[config.mk]
export PLATFORM = sky130hd
export DESIGN_NAME = apb_fifo_slave
export DESIGN_NICKNAME = d
export VERILOG_FILES = /design/src/rtl/apb_pkg.sv /design/src/rtl/sync_fifo.sv /design/src/rtl/apb_fifo_slave.sv
export SDC_FILE = /design/constraint.sdc
export NUM_CORES = 1
export LEC_CHECK = 0
export ABC_CLOCK_PERIOD_IN_PS = 7300
export CAP_MARGIN = 30
export CELL_PAD_IN_SITES_DETAIL_PLACEMENT = 0
export CELL_PAD_IN_SITES_GLOBAL_PLACEMENT = 1
export CORE_UTILIZATION = 42
export CTS_BUF_LIST = sky130_fd_sc_hd__clkbuf_4 sky130_fd_sc_hd__clkbuf_8 sky130_fd_sc_hd__clkbuf_16
export DETAILED_ROUTE_END_ITERATION = 8
export PLACE_DENSITY = 0.79
export SYNTH_ARGS = -nofsm -noshare
export SYNTH_HDL_FRONTEND = slang
export SYNTH_SLANG_ARGS = --single-unit
[constraint.sdc]
create_clock -name PCLK -period 7.3 [get_ports PCLK]
set_clock_uncertainty 0.15 [all_clocks]
set_input_delay 2.19 -clock PCLK [delete_from_list [all_inputs] [get_ports PCLK]]
set_output_delay 2.19 -clock PCLK [all_outputs]
set_load 0.005 [all_outputs]
[src/rtl/apb_pkg.sv]
// Shared APB definitions: slave FSM states and PWRITE encodings.
package apb_pkg;

  typedef enum logic [1:0] {
    IDLE  = 2'd0,
    WAIT  = 2'd1,
    READY = 2'd2
  } slave_state_e;

  localparam logic APB_WRITE = 1'b1;
  localparam logic APB_READ  = 1'b0;

endpackage

[src/rtl/sync_fifo.sv]
// Single-clock FIFO with a separate occupancy register; the head entry is
// always presented on head.
module sync_fifo #(
  parameter int m     = 8,
  parameter int DEPTH = 4
) (
  input  logic                       clk,
  input  logic                       rst,
  input  logic                       push,
  input  logic [m-1:0]               push_data,
  input  logic                       pop,
  output logic [m-1:0]               head,
  output logic [$clog2(DEPTH+1)-1:0] count,
  output logic                       full,
  output logic                       empty
);

  localparam int AW = $clog2(DEPTH);
  localparam int CW = $clog2(DEPTH + 1);

  logic [m-1:0]  mem_q [DEPTH];
  logic [m-1:0]  mem_d [DEPTH];
  logic [AW-1:0] wr_ptr_q, wr_ptr_d;
  logic [AW-1:0] rd_ptr_q, rd_ptr_d;
  logic [CW-1:0] count_q, count_d;
  logic          push_ok_s;
  logic          pop_ok_s;

  assign full      = (count_q == CW'(DEPTH));
  assign empty     = (count_q == {CW{1'b0}});
  assign count     = count_q;
  assign head      = mem_q[rd_ptr_q];
  assign push_ok_s = push & ~full;
  assign pop_ok_s  = pop & ~empty;

  // Next storage, pointer and occupancy values.
  always_comb begin
    mem_d    = mem_q;
    wr_ptr_d = wr_ptr_q;
    rd_ptr_d = rd_ptr_q;
    count_d  = count_q;
    if (push_ok_s) begin
      mem_d[wr_ptr_q] = push_data;
      wr_ptr_d        = wr_ptr_q + 1'b1;
    end else begin
      wr_ptr_d = wr_ptr_q;
    end
    if (pop_ok_s) begin
      rd_ptr_d = rd_ptr_q + 1'b1;
    end else begin
      rd_ptr_d = rd_ptr_q;
    end
    case ({push_ok_s, pop_ok_s})
      2'b10:   count_d = count_q + 1'b1;
      2'b01:   count_d = count_q - 1'b1;
      default: count_d = count_q;
    endcase
  end

  // FIFO state registers; storage is cleared so o_data reads zero after reset.
  always_ff @(posedge clk) begin
    if (rst) begin
      for (int i = 0; i < DEPTH; i++) begin
        mem_q[i] <= {m{1'b0}};
      end
      wr_ptr_q <= {AW{1'b0}};
      rd_ptr_q <= {AW{1'b0}};
      count_q  <= {CW{1'b0}};
    end else begin
      mem_q    <= mem_d;
      wr_ptr_q <= wr_ptr_d;
      rd_ptr_q <= rd_ptr_d;
      count_q  <= count_d;
    end
  end

endmodule

[src/rtl/apb_fifo_slave.sv]
// APB slave: writes are queued into a FIFO after WAIT_CYCLES wait states,
// reads return the even parity of the FIFO head, and the FIFO drains over valid/ready.
module apb_fifo_slave #(
  parameter int m           = 8,
  parameter int DEPTH       = 4,
  parameter int WAIT_CYCLES = 1
) (
  input  logic                       PCLK,
  input  logic                       PRESET,
  input  logic                       PSEL,
  input  logic                       PENABLE,
  input  logic                       PWRITE,
  input  logic [m-1:0]               PWDATA,
  output logic                       PREADY,
  output logic                       PRDATA,
  output logic [m-1:0]               o_data,
  output logic                       o_valid,
  input  logic                       i_ready,
  output logic [$clog2(DEPTH+1)-1:0] o_count,
  output logic                       o_full,
  output logic                       o_empty
);

  import apb_pkg::*;

  localparam int CNT_W = (WAIT_CYCLES > 1) ? $clog2(WAIT_CYCLES + 1) : 1;
  localparam int OCC_W = $clog2(DEPTH + 1);

  slave_state_e   state_q, state_d;
  logic [CNT_W-1:0] wcnt_q, wcnt_d;
  logic           pwrite_q, pwrite_d;
  logic [m-1:0]   pwdata_q, pwdata_d;
  logic           push_s;
  logic           pop_s;
  logic           pready_s;
  logic           prdata_s;
  logic           is_wr_s;
  logic           is_rd_s;
  logic [m-1:0]   head_s;
  logic [OCC_W-1:0] count_s;
  logic           full_s;
  logic           empty_s;

  function automatic logic even_parity(input logic [m-1:0] v);
    return ^v;
  endfunction

  assign is_wr_s = (pwrite_q == APB_WRITE);
  assign is_rd_s = (pwrite_q == APB_READ);
  assign pop_s   = ~empty_s & i_ready;

  // APB next-state, wait counter, latched transfer and PREADY/PRDATA decode.
  always_comb begin
    state_d  = state_q;
    wcnt_d   = wcnt_q;
    pwrite_d = pwrite_q;
    pwdata_d = pwdata_q;
    push_s   = 1'b0;
    pready_s = 1'b1;
    prdata_s = 1'b0;
    case (state_q)
      IDLE: begin
        if (PSEL && !PENABLE) begin
          wcnt_d   = CNT_W'(WAIT_CYCLES);
          pwrite_d = PWRITE;
          pwdata_d = PWDATA;
          state_d  = (WAIT_CYCLES > 0) ? WAIT : READY;
        end else begin
          state_d = IDLE;
        end
      end
      WAIT: begin
        pready_s = 1'b0;
        if (!PSEL) begin
          state_d = IDLE;
        end else if (PENABLE) begin
          if (wcnt_q <= CNT_W'(1)) begin
            wcnt_d  = {CNT_W{1'b0}};
            state_d = READY;
          end else begin
            wcnt_d  = wcnt_q - 1'b1;
            state_d = WAIT;
          end
        end else begin
          state_d = WAIT;
        end
      end
      READY: begin
        // Write stall uses registered occupancy only: a pop this cycle frees the slot next cycle.
        if (is_rd_s) begin
          pready_s = 1'b1;
          prdata_s = empty_s ? 1'b0 : even_parity(head_s);
        end else begin
          pready_s = ~full_s;
          prdata_s = 1'b0;
        end
        if (!PSEL) begin
          state_d = IDLE;
        end else if (PENABLE && pready_s) begin
          push_s  = is_wr_s;
          state_d = IDLE;
        end else begin
          state_d = READY;
        end
      end
      default: begin
        state_d = IDLE;
      end
    endcase
  end

  // APB state, wait counter and latched setup-phase fields.
  always_ff @(posedge PCLK) begin
    if (PRESET) begin
      state_q  <= IDLE;
      wcnt_q   <= {CNT_W{1'b0}};
      pwrite_q <= 1'b0;
      pwdata_q <= {m{1'b0}};
    end else begin
      state_q  <= state_d;
      wcnt_q   <= wcnt_d;
      pwrite_q <= pwrite_d;
      pwdata_q <= pwdata_d;
    end
  end

  sync_fifo #(
    .m     (m),
    .DEPTH (DEPTH)
  ) u_fifo (
    .clk       (PCLK),
    .rst       (PRESET),
    .push      (push_s),
    .push_data (pwdata_q),
    .pop       (pop_s),
    .head      (head_s),
    .count     (count_s),
    .full      (full_s),
    .empty     (empty_s)
  );

  assign PREADY  = pready_s;
  assign PRDATA  = prdata_s;
  assign o_data  = head_s;
  assign o_valid = ~empty_s;
  assign o_count = count_s;
  assign o_full  = full_s;
  assign o_empty = empty_s;

endmodule

# [Yosys cells after proc, flatten, opt, wreduce, memory -nomap -nowiden]
# Cells that the tools add are included.
[classes] n_eq_ne=8 n_mux=28 reduce_logical=11 n_bitwise=7 magnitude_cmp=4 shifts=0 add_sub_neg=5 div=0 n_mul=0
[op_table] operator="32-bit bitwise mux" count=1
[op_table] operator="8-bit 2-to-1 mux" count=3
[op_table] operator="8-bit binary-select mux with 2-bit select" count=1
[op_table] operator="8-bit demux with 2-bit select" count=1
[op_table] operator="1-bit 2-to-1 mux" count=13
[op_table] operator="2-bit 2-to-1 mux" count=5
[op_table] operator="8-bit parity" count=1
[op_table] operator="3-bit >= comparator (second input constant)" count=2
[op_table] operator="2-bit inequality test (second input constant)" count=3
[op_table] operator="2-bit NOT with 3-bit output" count=2
[op_table] operator="2-bit case mux with 3 select lines" count=1
[op_table] operator="3-bit case mux with 2 select lines" count=1
[op_table] operator="2-bit by 1-bit adder with 2-bit output (second input constant)" count=2
[op_table] operator="2-bit by 1-bit equality test with 1-bit output (second input constant)" count=2
[op_table] operator="2-bit equality test (second input constant)" count=2
[op_table] operator="1-bit case mux with 2 select lines" count=2
[op_table] operator="4-bit AND reduction" count=1
[op_table] operator="2-bit nonzero test" count=2
[op_table] operator="3-bit by 1-bit adder with 3-bit output (second input constant)" count=1
[op_table] operator="1-bit AND" count=3
[op_table] operator="3-bit equality test (second input constant)" count=1
[op_table] operator="1-bit logical AND" count=3
[op_table] operator="3-bit zero test" count=1
[op_table] operator="3-bit by 1-bit less-than comparator with 1-bit output (second input constant)" count=1
[op_table] operator="other kinds (7)" count=8
[word_totals] wordCells=74 output_inout_bits=16 n_memories=0 ff_bits=51 ramBits=0 in_bits=14 mem_bits_ro=0 latch_bits=0

# [Longest topological paths before layout]
[depth] depth_word=11 ltp_mapped=11 ltp_nobuf=9

# [Cells and area by module]
# Synthesis repeated with hierarchy kept, for this count alone.
[unflattened] cells_unflattened=236 area_unflattened_um2=2429.8
[modules_own_cells] mod="sync_fifo" cells_each=173 n_inst=1 area_per_inst_um2=1903.1 seq_area_each_um2=780.7
[modules_own_cells] mod="apb_fifo_slave" cells_each=63 n_inst=1 area_per_inst_um2=526.8 seq_area_each_um2=220.2

# [Least setup slack after synthesis]
# No wires, ideal clock.
[synth_timing] path_type="input to register" startpoint="in PSEL" endpoint="reg u_fifo.count_q[2] (netlist: u_fifo.count[2])" setup_time_ns=0.071 arrival_ns=3.851 path_slack_ns=3.228 path_buffers=2 required_time_ns=7.079 stages=11 path_cell_list="nand3_1 -> nor3_1 -> buf_2 -> buf_2 -> inv_2 -> ha_1 -> inv_1 -> fa_1 -> xor2_1 -> or3_1 -> a21oi_1"
[synth_between] elab_chain_len=5 elab_cells_between_ends=7 classes_between="2 x eq/ne; 3 x mux; 1 x bitwise; 1 x reduce/logical"
[synth_rtl] item="start, declared" line_no="apb_fifo_slave.sv:10" rtl="input logic PSEL,"
[synth_rtl] item="1-bit 2-to-1 mux *" line_no="apb_fifo_slave.sv:97" rtl="if (!PSEL) begin"
[synth_rtl] item="1-bit 2-to-1 mux *" line_no="apb_fifo_slave.sv:61" rtl="case (state_q)"
[synth_rtl] item="1-bit AND *" line_no="sync_fifo.sv:33" rtl="assign push_ok_s = push & ~full;"
[synth_rtl] item="2-bit by 1-bit equality test with 1-bit output or 2-bit equality test (tied branches)" line_no="sync_fifo.sv:53" rtl="case ({push_ok_s, pop_ok_s})"
[synth_rtl] item="3-bit case mux with 2 select lines or 2-bit nonzero test (tied branches)"
[synth_rtl] item="end signal, assigned" line_no="sync_fifo.sv:68" rtl="count_q <= {CW{1'b0}};"
[synth_rtl] item="end signal, assigned" line_no="sync_fifo.sv:73" rtl="count_q <= count_d;"
[synth_rtl] item="end, declared" line_no="sync_fifo.sv:25" rtl="logic [CW-1:0] count_q, count_d;"
# Every way passes the cells marked *; elsewhere a longest branch is shown, timed or not.
# A chain may end at the register's enable or synchronous reset.

# [Worst setup path after layout]
[layout_timing] startpoint="reg u_fifo.rd_ptr_q[1]" endpoint="out PRDATA"
[layout_between] elab_chain_len=8
[layout_rtl] item="start, declared" line_no="sync_fifo.sv:24" rtl="logic [AW-1:0] rd_ptr_q, rd_ptr_d;"
[layout_rtl] item="start signal, assigned" line_no="sync_fifo.sv:67" rtl="rd_ptr_q <= {AW{1'b0}};"
[layout_rtl] item="start signal, assigned" line_no="sync_fifo.sv:72" rtl="rd_ptr_q <= rd_ptr_d;"
[layout_rtl] item="2-bit NOT with 3-bit output (implied by the code)" line_no="sync_fifo.sv:32" rtl="assign head = mem_q[rd_ptr_q];"
[layout_rtl] item="8-bit binary-select mux with 2-bit select" line_no="sync_fifo.sv:32"
[layout_rtl] item="8-bit 2-to-1 mux (implied by the code) (2 in series)" line_no="sync_fifo.sv:32"
[layout_rtl] item="8-bit parity" line_no="apb_fifo_slave.sv:45" rtl="return ^v;"
[layout_rtl] item="1-bit 2-to-1 mux" line_no="apb_fifo_slave.sv:92" rtl="prdata_s = empty_s ? 1'b0 : even_parity(head_s);"
[layout_rtl] item="1-bit 2-to-1 mux" line_no="apb_fifo_slave.sv:90" rtl="if (is_rd_s) begin"
[layout_rtl] item="1-bit 2-to-1 mux" line_no="apb_fifo_slave.sv:61"
[layout_rtl] item="end, declared" line_no="apb_fifo_slave.sv:15" rtl="output logic PRDATA,"
# No other way between the ends. The select of a mux whose other input is x is not followed.

==> results.yml <==
run_status:
  outcome: "finished clean"
power_and_ir_drop:
  power_frac_comb: 0.038
  power.density_nw_per_um2: 185
  ir_worst_vdd_v: 0.0000840
  power_frac_seq: 0.570
  swShare: 0.212
  power_frac_clock: 0.392
  leakagePower_uw: 0.000818
  p_int_uw: 386
  p_sw_uw: 104
yosys:
  synth_nets: 277
  ys_seq_area_frac: 0.453
  yosysTopAreaCellShare: 0.453
  synth_cell_types: 27
  synthCells: 257
  synth.cell_area_um2: 2210
  ys_warn_count: 0
  syn_area_per_cell_um2: 8.59
  ys_seq_elements: 50
  synth_top_area_cell: "dfxtp_1"
  synth.area.top_cells: "dfxtp_1 45%, a21oi_1 10%, nand2_1 9.5%"
critical_path:
  critical_path_required_ns: 4.96
  cpMostUsedCell: "xnor2_1"
  crit_chain: "mux4_2 -> xnor2_1 -> xnor2_1 -> xnor2_1 -> nor4_1 -> clkdlybuf4s50_1"
  arrival_ns: 2.80
  cp-end-kind: "output port"
  r2r_cells: 10
  crit_path_start_kind: "register"
  worstSetupPathType: "register to output port"
  cp_slowest_cell: "dfxtp_1"
  crit_path_max_incr_delay_ns: 0.65
  path_max_fanout: 9
min_path:
  hp-class: "register to register"
  hold-path-cell-count: 2
timing:
  slew_viol_final: 0
  setup_viol: 0
  finalHoldViolCount: 0
  tightest_slew_ns: 0.727
  whs_ns: 0.307
  fin_crit_sh: 0.704
  max_clock_freq_mhz: 195
  min_period_ns: 5.14
  max_slew_margin: 0.514
  layout_setup_ws_ns: 2.16
  rsz0062_at_grt: "no"
  setup-tns-final_ns: 0
detailed_routing:
  post_drt_wl_per_cell_um: 13.7
  drt_iter0_markers: 103
  drtPass1Iterations: 4
  wl_um: 4770
  vias: 1782
  vias_per_cell: 5.11
  post-route-drc-count: 0
  ant_nets: 0
clocking:
  cts_sinks: 50
  cts_resized: 0
  cts_tree: "yes"
  cts_buffer_depth: 2
  cts_root_buffer: "clkbuf_8"
  htree_levels: 2
  cts_hold_buf: 0
  post_cts.repair.setup_buffers: 0
  clkSlewWorstSetupHoldPaths_ns: 0.09
  clock_latency_ns: 0.30
  cts_made_buffers: 5
place:
  hpwl_um: 3340
  gp_congestion: 0.777
  io_buffers: 29
  pre_cts_ws_ns: 2.43
floorplan:
  start_util: 0.435
  core_um2: 5070
  die_y_um: 74.5
  die-area_um2: 5550
  num_rows: 26
  pin_count: 30
  die_w_um: 74.5
cells_and_area:
  final_common_cell: "nand2_1"
  n_fill_cell: 515
  multi_input_comb_area_um2: 1110
  n_antenna_cell: 0
  layout-drive-gt1-share: 0.0753
  final_cell_mix: "56 x nand2_1, 50 x dfxtp_1, 45 x a21oi_1"
  nNetsFinal: 299
  final-seq-area_um2: 1000
  syn_to_final_growth_pct: 19.5
grt:
  grt_util_met2: 0.277
  grtUsageMet3: 0.0339
  grt_max_degree: 50
  grt_busiest_layer: "met1"
  track_usage: 0.196
  use_met1: 0.303
  grt_pass1_vias: 1690
  antenna_found_initial: 0
  grt_first_pass_wirelength_um: 8330
  grt_overflow_total: 0
flow_run:
  max-cap-violations: 0
==> routing by layer <==
metal	wire length [um]	part of all wire
met5	0	0
met4	68	0.014
met3	208	0.044
met2	2050	0.43
met1	2450	0.51
==> per-stage QoR <==
stage          total power [uW]   util  std cells  cell area [um^2]
3_3_place_gp                304  0.499        342              2530
3_5_place_dp                304  0.499        342              2530
6_report                    489  0.520        349              2640
5_1_grt                     509  0.520        349              2640
2_1_floorplan               293      -        257              2210
4_1_cts                     494  0.520        349              2640
==> cells by family after synthesis <==
logic type,synth area share
AND/OR/NAND/NOR,0.226
flip-flops,0.453
AO/OA/AOI/OAI,0.104
buffers and inverters,0.0453
XOR/XNOR,0.0476
multiplexers,0.0861
adder cells (fa/ha/maj),0.0374
==> power groups by stage <==
| stage | logic (uW) | registers [uW] | clock network (uW) |
|---|---|---|---|
| floorplan | 9.01 | 284 | 0 |
| global placement | 18.8 | 285 | 0 |
| detailed placement | 18.8 | 285 | 0 |
| CTS | 18.9 | 279 | 197 |
| global route | 21.2 | 280 | 208 |
| finish | 18.8 | 279 | 192 |
==> state kept, by name, summed over array words and instances, names as in the netlist <==
register         cells
u_fifo.wr_ptr_q      2
u_fifo.rd_ptr_q      2
u_fifo.count         3
state_q              2
is_wr_s              1
pwdata_q             8
u_fifo.mem_q        32
==> final timing paths <==
path         slack, ns         endpoint                from
max               2.16           PRDATA  u_fifo.rd_ptr_q[1]
min               0.31  u_fifo.mem_q[5]     u_fifo.mem_q[5]
max reg2reg       4.62  u_fifo.count[2]     u_fifo.count[2]
min reg2reg       0.31  u_fifo.mem_q[5]     u_fifo.mem_q[5]
==> area by class of cell <==
type                    instances  share of cell area
clock buffers                   5              0.0261
clock inverters                 2              0.0147
inverters                       7             0.00995
multi-input cells             184               0.421
flip-flops and latches         50               0.379
well taps                      70              0.0332
repair buffers                 31               0.116
==> cell usage after synthesis <==
cell,count
nand2_1,56
dfxtp_1,50
a21oi_1,45
nand3_1,33
clkbuf_1,12
nor2_1,10
xnor2_1,9
mux4_2,8
ha_1,5
inv_1,5
xor2_1,3
buf_2,2
inv_2,2
nand2b_1,2
nor3_1,2
or3_1,2
and2_1,1
buf_4,1
buf_6,1
fa_1,1
mux2i_1,1
nor2b_1,1
nor3b_1,1
nor4_1,1
nor4b_2,1
o21ai_0,1
or4b_1,1
==> critical path, delay by kind of cell (launching register included) <==
family | cells | cell delay [ns]
XOR/XNOR | 3 | 0.53
flip-flops | 1 | 0.65
multiplexers | 1 | 0.60
buffers and inverters | 1 | 0.54
AND/OR/NAND/NOR | 1 | 0.18
Power figures use the tool's default switching activity.
